## config.mk

```make
export PLATFORM = sky130hd
export DESIGN_NAME = pc_sequencer_flat
export DESIGN_NICKNAME = d
export VERILOG_FILES = /design/src/rtl/pc_sequencer_if.sv /design/src/rtl/pc_sequencer.sv /design/src/flat_wrapper.sv
export SDC_FILE = /design/constraint.sdc
export NUM_CORES = 1
export LEC_CHECK = 0
export CAP_MARGIN = 5
export CORE_ASPECT_RATIO = 2
export CORE_MARGIN = 5
export CORE_UTILIZATION = 50
export CTS_CLUSTER_DIAMETER = 40
export CTS_CLUSTER_SIZE = 30
export DETAILED_ROUTE_END_ITERATION = 8
export GPL_TIMING_DRIVEN = 1
export PLACE_DENSITY_LB_ADDON = 0.12
export SYNTH_ARGS = -nofsm -noshare
export SYNTH_HDL_FRONTEND = slang
export SYNTH_SLANG_ARGS = --single-unit
```

## constraint.sdc

```tcl
create_clock -name iClk -period 14.1 [get_ports iClk]
set_clock_uncertainty 0.1 [all_clocks]
set_input_delay 2.115 -clock iClk [delete_from_list [all_inputs] [get_ports iClk]]
set_output_delay 2.115 -clock iClk [all_outputs]
set_load 0.1 [all_outputs]
```

## src/rtl/pc_sequencer_if.sv

```systemverilog
// Fetch-address handshake between the PC sequencer and instruction memory.
// The sequencer presents oPC/oFetchValid; memory answers with iFetchReady.
interface pc_sequencer_if;
    logic [31:0] oPC;
    logic        oFetchValid;
    logic        iFetchReady;

    modport master (
        output oPC,
        output oFetchValid,
        input  iFetchReady
    );

    modport slave (
        input  oPC,
        input  oFetchValid,
        output iFetchReady
    );
endinterface

```

## src/rtl/pc_sequencer.sv

```systemverilog
// Fetch-stage PC controller: redirect arbitration, stall-pending merge,
// return-address stack and flush pulse generation.
module pc_sequencer #(
    parameter logic [31:0] RESET_PC  = 32'h0000_0000,
    parameter int          RAS_DEPTH = 4
) (
    input  logic                  iClk,
    input  logic                  iReset,
    input  logic                  iStall,
    input  logic                  iMissReq,
    input  logic [31:0]           iMissAddr,
    input  logic                  iJumpReq,
    input  logic                  iCallReq,
    input  logic [25:0]           iJumpOffset,
    input  logic                  iRetReq,
    input  logic                  iBranchReq,
    input  logic [31:0]           iBranchAddr,
    pc_sequencer_if.master        fetch,
    output logic                  oFlush,
    output logic                  oRasEmpty,
    output logic                  oRasUnderflow
);

    localparam int PW = (RAS_DEPTH > 1) ? $clog2(RAS_DEPTH) : 1;
    localparam int CW = $clog2(RAS_DEPTH + 1);

    // Encoding order doubles as the priority order.
    typedef enum logic [2:0] {
        REQ_NONE = 3'd0,
        REQ_BR   = 3'd1,
        REQ_RET  = 3'd2,
        REQ_JMP  = 3'd3,
        REQ_CALL = 3'd4,
        REQ_MISS = 3'd5
    } req_e;

    logic [31:0]   pc_q, pc_d;
    req_e          pend_kind_q, pend_kind_d;
    logic [31:0]   pend_arg_q, pend_arg_d;
    logic [PW-1:0] top_q, top_d;
    logic [CW-1:0] cnt_q, cnt_d;
    logic          flush_q, flush_d;
    logic          unf_q, unf_d;
    logic [31:0]   ras_mem [RAS_DEPTH];

    req_e          in_kind, eff_kind;
    logic [31:0]   in_arg, eff_arg;
    logic [31:0]   next_seq, jump_tgt;
    logic          push;

    assign next_seq = pc_q + 32'd4;
    assign jump_tgt = {next_seq[31:26], eff_arg[25:0]};

    always_comb begin
        in_kind = REQ_NONE;
        in_arg  = '0;
        priority case (1'b1)
            iMissReq:   begin in_kind = REQ_MISS; in_arg = iMissAddr; end
            iCallReq:   begin in_kind = REQ_CALL; in_arg = {6'd0, iJumpOffset}; end
            iJumpReq:   begin in_kind = REQ_JMP;  in_arg = {6'd0, iJumpOffset}; end
            iRetReq:    begin in_kind = REQ_RET;  in_arg = '0; end
            iBranchReq: begin in_kind = REQ_BR;   in_arg = iBranchAddr; end
            default:    begin in_kind = REQ_NONE; in_arg = '0; end
        endcase
    end

    // Incoming wins ties against the held request.
    always_comb begin
        eff_kind = pend_kind_q;
        eff_arg  = pend_arg_q;
        if (in_kind >= pend_kind_q) begin
            eff_kind = in_kind;
            eff_arg  = in_arg;
        end
    end

    always_comb begin
        pc_d        = pc_q;
        pend_kind_d = pend_kind_q;
        pend_arg_d  = pend_arg_q;
        top_d       = top_q;
        cnt_d       = cnt_q;
        flush_d     = 1'b0;
        unf_d       = 1'b0;
        push        = 1'b0;
        if (iStall) begin
            if (in_kind != REQ_NONE && in_kind >= pend_kind_q) begin
                pend_kind_d = in_kind;
                pend_arg_d  = in_arg;
            end
        end else begin
            pend_kind_d = REQ_NONE;
            pend_arg_d  = '0;
            flush_d     = (eff_kind != REQ_NONE);
            unique case (eff_kind)
                REQ_MISS: pc_d = eff_arg;
                REQ_CALL: begin
                    pc_d = jump_tgt;
                    push = 1'b1;
                end
                REQ_JMP:  pc_d = jump_tgt;
                REQ_RET: begin
                    if (cnt_q != '0) begin
                        pc_d  = ras_mem[top_q];
                        top_d = top_q - 1'b1;
                        cnt_d = cnt_q - 1'b1;
                    end else begin
                        pc_d  = next_seq;
                        unf_d = 1'b1;
                    end
                end
                REQ_BR:   pc_d = eff_arg;
                default: begin
                    if (fetch.iFetchReady) pc_d = next_seq;
                end
            endcase
            // A full stack overwrites its oldest slot as the pointer wraps.
            if (push) begin
                top_d = top_q + 1'b1;
                if (cnt_q != CW'(RAS_DEPTH)) cnt_d = cnt_q + 1'b1;
            end
        end
    end

    always_ff @(posedge iClk or posedge iReset) begin
        if (iReset) begin
            pc_q        <= RESET_PC;
            pend_kind_q <= REQ_NONE;
            pend_arg_q  <= '0;
            top_q       <= '0;
            cnt_q       <= '0;
            flush_q     <= 1'b0;
            unf_q       <= 1'b0;
        end else begin
            pc_q        <= pc_d;
            pend_kind_q <= pend_kind_d;
            pend_arg_q  <= pend_arg_d;
            top_q       <= top_d;
            cnt_q       <= cnt_d;
            flush_q     <= flush_d;
            unf_q       <= unf_d;
        end
    end

    always_ff @(posedge iClk) begin
        if (push && !iReset) ras_mem[top_d] <= next_seq;
    end

    assign fetch.oPC         = pc_q;
    assign fetch.oFetchValid = !iStall && !iReset;
    assign oFlush            = flush_q;
    assign oRasUnderflow     = unf_q;
    assign oRasEmpty         = (cnt_q == '0);

endmodule

```

## src/flat_wrapper.sv

```systemverilog
// flat-port wrapper written by rule: the top's interface ports become plain ports
module pc_sequencer_flat 
#(
    parameter logic [31:0] RESET_PC  = 32'h0000_0000,
    parameter int          RAS_DEPTH = 4
)
  (iClk, iReset, iStall, iMissReq, iMissAddr, iJumpReq, iCallReq, iJumpOffset, iRetReq, iBranchReq, iBranchAddr, oFlush, oRasEmpty, oRasUnderflow, fetch_oPC, fetch_oFetchValid, fetch_iFetchReady);
  pc_sequencer_if fetch_i ();
  input  logic iClk;
  input  logic iReset;
  input  logic iStall;
  input  logic iMissReq;
  input  logic [31:0] iMissAddr;
  input  logic iJumpReq;
  input  logic iCallReq;
  input  logic [25:0] iJumpOffset;
  input  logic iRetReq;
  input  logic iBranchReq;
  input  logic [31:0] iBranchAddr;
  output logic oFlush;
  output logic oRasEmpty;
  output logic oRasUnderflow;
  output wire logic [$bits(fetch_i.oPC)-1:0] fetch_oPC;
  output wire logic [$bits(fetch_i.oFetchValid)-1:0] fetch_oFetchValid;
  input wire logic [$bits(fetch_i.iFetchReady)-1:0] fetch_iFetchReady;
  assign fetch_oPC = fetch_i.oPC;
  assign fetch_oFetchValid = fetch_i.oFetchValid;
  assign fetch_i.iFetchReady = fetch_iFetchReady;
  pc_sequencer #(.RESET_PC(RESET_PC), .RAS_DEPTH(RAS_DEPTH)) u_core (.iClk(iClk), .iReset(iReset), .iStall(iStall), .iMissReq(iMissReq), .iMissAddr(iMissAddr), .iJumpReq(iJumpReq), .iCallReq(iCallReq), .iJumpOffset(iJumpOffset), .iRetReq(iRetReq), .iBranchReq(iBranchReq), .iBranchAddr(iBranchAddr), .fetch(fetch_i), .oFlush(oFlush), .oRasEmpty(oRasEmpty), .oRasUnderflow(oRasUnderflow));
endmodule
```

==> results of run 1 <==
[sequential cells by signal (all words and copies together) (netlist names)]
register	count
u_core.ras_mem	128
u_core.fetch.oPC	32
u_core.pend_arg_q	32
u_core.cnt_q	3
u_core.pend_kind_q	3
u_core.top_q	2
u_core.oFlush	1
u_core.oRasUnderflow	1
[through the flow]
step,cells,setup slack (ns),util (%),hold slack [ns],cell area [um2]
final,1218,7.59,61.5,0.420,12200
after global routing,1218,7.55,61.5,0.446,12200
after CTS,1218,7.60,61.5,0.422,12200
after detailed placement,1190,7.56,58.4,0.407,11600
after global placement,1190,7.62,58.4,0.395,11600
after floorplan,833,7.33,-,0.367,10000
[kinds of logic (layout without fill, tap and decap cells)]
kind of cell	count (synthesis)	count (layout)
XOR/XNOR	30	30
AO/OA/AOI/OAI	185	185
multiplexers	36	36
adder cells (fa/ha/maj)	5	5
buffers and inverters	75	198
flip-flops	202	202
AND/OR/NAND/NOR	300	300
[cell usage in the layout, fill, tap and decap left out, types with 3 or more instances in the layout]
master	synthesis	layout
inv_1	18	17
a21oi_1	38	38
a22o_1	7	7
edfxtp_1	128	128
and3_1	9	9
or3_1	3	3
a221oi_1	15	15
nor2_2	1	3
nand2b_1	19	19
a222oi_1	3	3
and4_1	8	8
a22oi_1	17	17
dfrtp_1	74	73
nand2_1	113	113
a31oi_1	5	5
nor2b_1	18	18
nor4_1	3	3
nand3b_1	3	3
clkbuf_16	0	17
nor3_2	3	5
ha_1	5	5
nor2_1	49	47
clkdlybuf4s50_1	0	133
nand3_1	34	34
o21ai_0	21	21
clkinv_8	0	4
o211a_1	3	3
o31ai_1	3	3
xnor2_1	22	22
a221o_1	15	15
o31a_1	5	5
nand4_1	11	11
buf_4	8	17
xor2_1	8	8
o22ai_1	5	5
mux4_2	32	32
a21boi_0	25	25
nor3_1	14	12
[final cells by class]
cell class                      instances  share of cell area (%)
Timing Repair Buffer                  151                    12.0
Clock buffer                           18                    3.52
Tap cell                              262                    2.69
Clock inverter                         10                    1.44
Sequential cell                       202                    46.8
Multi-Input combinational cell        556                    33.0
Inverter                               19                   0.596
[critical path, delay by kind of cell]
kind	cells	cell delay [ns]
buffers and inverters	3	1.89
AND/OR/NAND/NOR	1	0.27
[power by group through the flow]
stage                     sequential (mW)  combinational [mW]  clock, mW
after floorplan                      1.04               0.408          0
after global placement              0.831               0.841          0
after detailed placement            0.832               0.860          0
after CTS                           0.822               0.862      0.515
after global routing                0.831               0.911      0.538
final                               0.822               0.859      0.503
[worst min-delay path by stage]
stage	from	to	slack, ns	cells after the start
floorplan	u_core.cnt_q[2]	u_core.cnt_q[2]	0.37	1
global placement	u_core.cnt_q[2]	u_core.cnt_q[2]	0.40	1
detailed placement	u_core.cnt_q[2]	u_core.cnt_q[2]	0.41	1
CTS	u_core.cnt_q[2]	u_core.cnt_q[2]	0.42	1
global route	u_core.pend_arg_q[29]	u_core.pend_arg_q[29]	0.45	1
finish	u_core.cnt_q[2]	u_core.cnt_q[2]	0.42	1
[per-layer routing]
layer,up-vias,part of all wire (%),GRT usage [%]
met5,-,0,0
met3,49,7.2,4.20
met4,0,3.1,8.59
li1,3367,-,-
met2,325,53,45.5
met1,3732,36,30.5
==> metrics.yaml, run 1 <==
arrival_ns: 4.29
synthAdderAreaFrac_pct: 0.624
finalHoldViolCount: 0
period_share_pct: 46.1
syn2layout_area_growth_pct: 21.6
crit_start: "iStall"
synthTopCellsByArea: "edfxtp_1 38%, dfrtp_1 18%, mux4_2 7.2%"
fmax_mhz: 154
htreeDepth: 1
hold_class: "reg2reg"
synth.distinct_cells: 73
power_frac_clock_pct: 23.0
ys.flop_type: "edfxtp_1"
clk_latency_ns: 0.49
clk_pin_slew_ns: 0.08
numCtsBuffers: 16
vdd_drop_max_mv: 0.219
required_ns: 11.89
synth_seq_area_share_pct: 56.8
relSlewSlack_pct: 32.1
setup_viol: 0
cts-resized-gates: 0
synthXorXnorAreaFrac_pct: 2.62
worstReg2RegEnd: "u_core.ras_mem[0][5]"
pwr-share-comb_pct: 39.3
track_usage_pct: 25.4
grt_pass1_wl_mm: 44.8
timing.rr.start: "u_core.pend_kind_q[2]"
synth_compound_area_share_pct: 14.0
reg2regPathDepth: 9
p_sw_mw: 0.900
synth_area_per_cell_um2: 12.0
slowest_delay_ns: 1.18
synth_edf_count: 128
clockRootBuffer: "clkbuf_16"
fill_cells: 1602
cts_hold_buffers: 0
synth_common_cells: "128 x edfxtp_1, 113 x nand2_1, 74 x dfrtp_1"
n_antenna_cell: 0
dieArea_mm2: 0.0232
swShare_pct: 41.2
grt_pass1_vias: 7829
dr.pass1.iters: 5
core-area_mm2: 0.0198
start_util_pct: 50.6
grt_overflow_total: 0
antenna_found_initial: 0
syn_nets: 937
drt_iter0_drc: 541
power_density_mw_per_mm2: 179
fp.dieW_um: 110
final_nets: 1050
drc_errors: 0
final_layout_size_suffix_gt1_share_pct: 11.3
post_drt_wl_per_cell_um: 24.0
syn-cell-area_mm2: 0.0100
muxShareOfSynthArea_pct: 7.65
cp-start-kind: "primary input"
p_int_mw: 1.29
yosys_warnings: 0
leakage_nw: 4.34
crit_type: "in2out"
ant_nets: 0
r2r_setup_slack_ns: 10.00
num_vias: 7473
row_count: 73
multiInputGateArea_mm2: 0.00402
portBuffers: 134
grt_max_degree: 70
cts_buffer_depth: 3
slew_violations: 0
cap_violations: 0
ios: 135
syn-instance-count: 833
regArea_mm2: 0.00570
slowest_stage: "clkdlybuf4s50_1"
routed_wl_mm: 29.2
p_total_mw: 2.18
synth.top_cell.area_share_pct: 38.3
tightest_slew_ns: 1.02
cts_tree: "yes"
cp-end-kind: "primary output"
p_seq_share_pct: 37.6
fin_crit_ns: 6.51
cp-endpoint: "fetch_oFetchValid"
post_cts_buffers: 0
async_flop_share_pct: 36.6
hpwl_mm: 20.0
yosys.area_share.simple_pct: 14.9
dieHeight_um: 210
setup_tns_ns: 0
cp_common_cell: "clkdlybuf4s50_1"
crit_path_cell_trace: "clkdlybuf4s50_1, buf_4, nor2_1, clkdlybuf4s50_1"
ys_seq_elements: 202
cp_max_fo: 48
grt_setup_unrepaired: "false"
yosysTopAreaCell: "edfxtp_1"
yosysMostFrequentCell: "edfxtp_1"
synth_top_family_by_area: "simple AND/OR/NAND/NOR gates"
run_status: "finished, final reports clean"
avgViaCountPerCell: 6.14
gp_congestion: 0.863
clock-sinks: 202
No activity file was read; power rests on OpenSTA's default activity.
==> inputs of run 2 (changes only) <==
clock period = 5.7 ns   (was 14.1 ns; I/O delays follow)
==> run 2 against run 1 <==
Effect of this change: cell count is 0.49% higher; via count is 1.9% higher; wire length up 1.9%; critical path depth rose by 8.
==> metrics.yaml, run 2 (synthesis results as in run 1) <==
clock-sinks: 202  # unchanged
largest_reg_flops: 128  # unchanged
leakage_nw: 4.37  # was 4.34 nW
top_register: "u_core.ras_mem"  # unchanged
fill_cells: 1593  # was 1602
antenna_found_initial: 0  # unchanged
ios: 135  # unchanged
finalCoreUtilization_pct: 61.6  # was 61.5%
slew_violations: 0  # unchanged
cap_violations: 0  # unchanged
relSlewSlack_pct: 24.7  # was 32.1%
crit_start: "iCallReq"  # was iStall
final_layout_size_suffix_gt1_share_pct: 12.0  # was 11.3%
cts_hold_buffers: 0  # unchanged
clk_latency_ns: 0.49  # about the same
n_antenna_cell: 0  # unchanged
final_cell_mix: "132 x clkdlybuf4s50_1, 128 x edfxtp_1, 113 x nand2_1, 73 x dfrtp_1, 47 x nor2_1"  # was 133 x clkdlybuf4s50_1, 128 x edfxtp_1, 113 x nand2_1, 73 x dfrtp_1, 47 x nor2_1
drc_errors: 0  # unchanged
timing.rr.start: "u_core.pend_kind_q[2]"  # unchanged
portBuffers: 134  # unchanged
vdd_drop_max_mv: 0.423  # was 0.219 mV
post_drt_wl_per_cell_um: 24.3  # was 24.0 um
fp.dieW_um: 110  # unchanged
tightest_slew_ns: 1.13  # was 1.02 ns
cp-endpoint: "u_core.fetch.oPC[28]"  # was fetch_oFetchValid
setup_tns_ns: 0  # unchanged
htreeDepth: 1  # unchanged
design_area_mm2: 0.0122  # about the same
fmax_mhz: 213
finalHoldViolCount: 0  # unchanged
period_share_pct: 82.5
routed_wl_mm: 29.7  # was 29.2 mm
clockRootBuffer: "clkbuf_16"  # unchanged
num_vias: 7612  # was 7473
syn2layout_area_growth_pct: 21.8  # was 21.6%
start_util_pct: 50.6  # unchanged
grt_pass1_vias: 7956  # was 7829
clk_pin_slew_ns: 0.08  # about the same
track_usage_pct: 25.5  # was 25.4%
arrival_ns: 4.98  # was 4.29 ns
numCtsBuffers: 17  # was 16
cts_buffer_depth: 3  # unchanged
dieArea_mm2: 0.0232  # unchanged
multiInputGateArea_mm2: 0.00402  # unchanged
grt_pass1_wl_mm: 44.8  # about the same
cp_max_fo: 21  # was 48
power_density_mw_per_mm2: 445  # was 179 mW/mm2
placed_area_mm2: 0.0116  # about the same
row_count: 73  # unchanged
cts-resized-gates: 0  # unchanged
ant_nets: 0  # unchanged
dr.pass1.iters: 6  # was 5
run_status: "finished, final reports clean"  # unchanged
setup_viol: 0  # unchanged
required_ns: 5.98  # was 11.89 ns
fin_crit_ns: 4.70
cp-start-kind: "primary input"  # unchanged
dieHeight_um: 210  # unchanged
grt_setup_unrepaired: "false"  # unchanged
cp-end-kind: "flip-flop"  # was primary output
r2r_setup_slack_ns: 1.70  # was 10.00 ns
core-area_mm2: 0.0198  # unchanged
post_cts_buffers: 0  # unchanged
avgViaCountPerCell: 6.22  # was 6.14
final_common_cell: "clkdlybuf4s50_1"  # unchanged
hold_class: "reg2reg"  # unchanged
final_nets: 1056  # was 1050
gp_congestion: 0.863  # about the same
grt_overflow_total: 0  # unchanged
reg2regPathDepth: 10  # was 9
drt_iter0_drc: 671  # was 541
worstReg2RegEnd: "u_core.fetch.oPC[28]"  # was u_core.ras_mem[0][5]
grt_max_degree: 69  # was 70
hpwl_mm: 20.4  # was 20.0 mm
cts_tree: "yes"  # unchanged
regArea_mm2: 0.00570  # unchanged
crit_type: "in2reg"  # was in2out
## run 2: area by class of cell
class | instances | area share [%]
clock buffers | 20 | 3.74
well taps | 262 | 2.69
inverters | 19 | 0.595
flip-flops and latches | 202 | 46.7
repair buffers | 156 | 12.3
multi-input cells | 556 | 32.9
clock inverters | 9 | 1.09
## run 2: how the worst min path moves through the flow
stage | start | endpoint | slack, ns | depth (start not counted)
finish | u_core.cnt_q[2] | u_core.cnt_q[2] | 0.43 | 1
global route | u_core.cnt_q[2] | u_core.cnt_q[2] | 0.44 | 1
CTS | u_core.cnt_q[2] | u_core.cnt_q[2] | 0.42 | 1
detailed placement | u_core.cnt_q[2] | u_core.cnt_q[2] | 0.40 | 1
global placement | u_core.cnt_q[2] | u_core.cnt_q[2] | 0.39 | 1
floorplan | u_core.cnt_q[2] | u_core.cnt_q[2] | 0.37 | 1
## run 2: power breakdown
| part | switching [mW] | total, mW | internal, mW |
|---|---|---|---|
| combinational | 1.45 | 2.14 | 0.692 |
| clock | 0.583 | 1.24 | 0.656 |
| sequential | 0.222 | 2.05 | 1.82 |
| total | 2.26 | 5.43 | 3.17 |
## run 2: layer usage
| layer | vias to the layer above | global-route usage (%) | wire length [um] |
|---|---|---|---|
| met5 | - | 0 | 0 |
| met4 | 0 | 8.80 | 960 |
| met3 | 72 | 3.77 | 2120 |
| met2 | 344 | 45.2 | 15500 |
| met1 | 3815 | 31.3 | 11200 |
| li1 | 3381 | - | - |
## run 2: critical path: stages
cell,delay (ns)
clkdlybuf4s50_1,0.59
nor2_4,0.27
inv_2,0.12
ha_1,0.38
nor2b_1,0.18
a21oi_1,0.47
nand3_4,0.29
a2111oi_2,0.45
or3_1,0.72
buf_4,0.36
o21ai_2,0.08
a22o_1,0.19
## run 2: stage by stage
| stage | power, mW | cells | hold slack [ns] | setup slack, ns |
|---|---|---|---|---|
| after floorplan | 3.58 | 833 | 0.367 | 0.192 |
| after global placement | 4.15 | 1195 | 0.388 | 0.711 |
| after detailed placement | 4.21 | 1195 | 0.404 | 0.607 |
| after CTS | 5.45 | 1224 | 0.421 | 1.06 |
| after global routing | 5.63 | 1224 | 0.442 | 0.769 |
| final | 5.43 | 1224 | 0.427 | 0.999 |
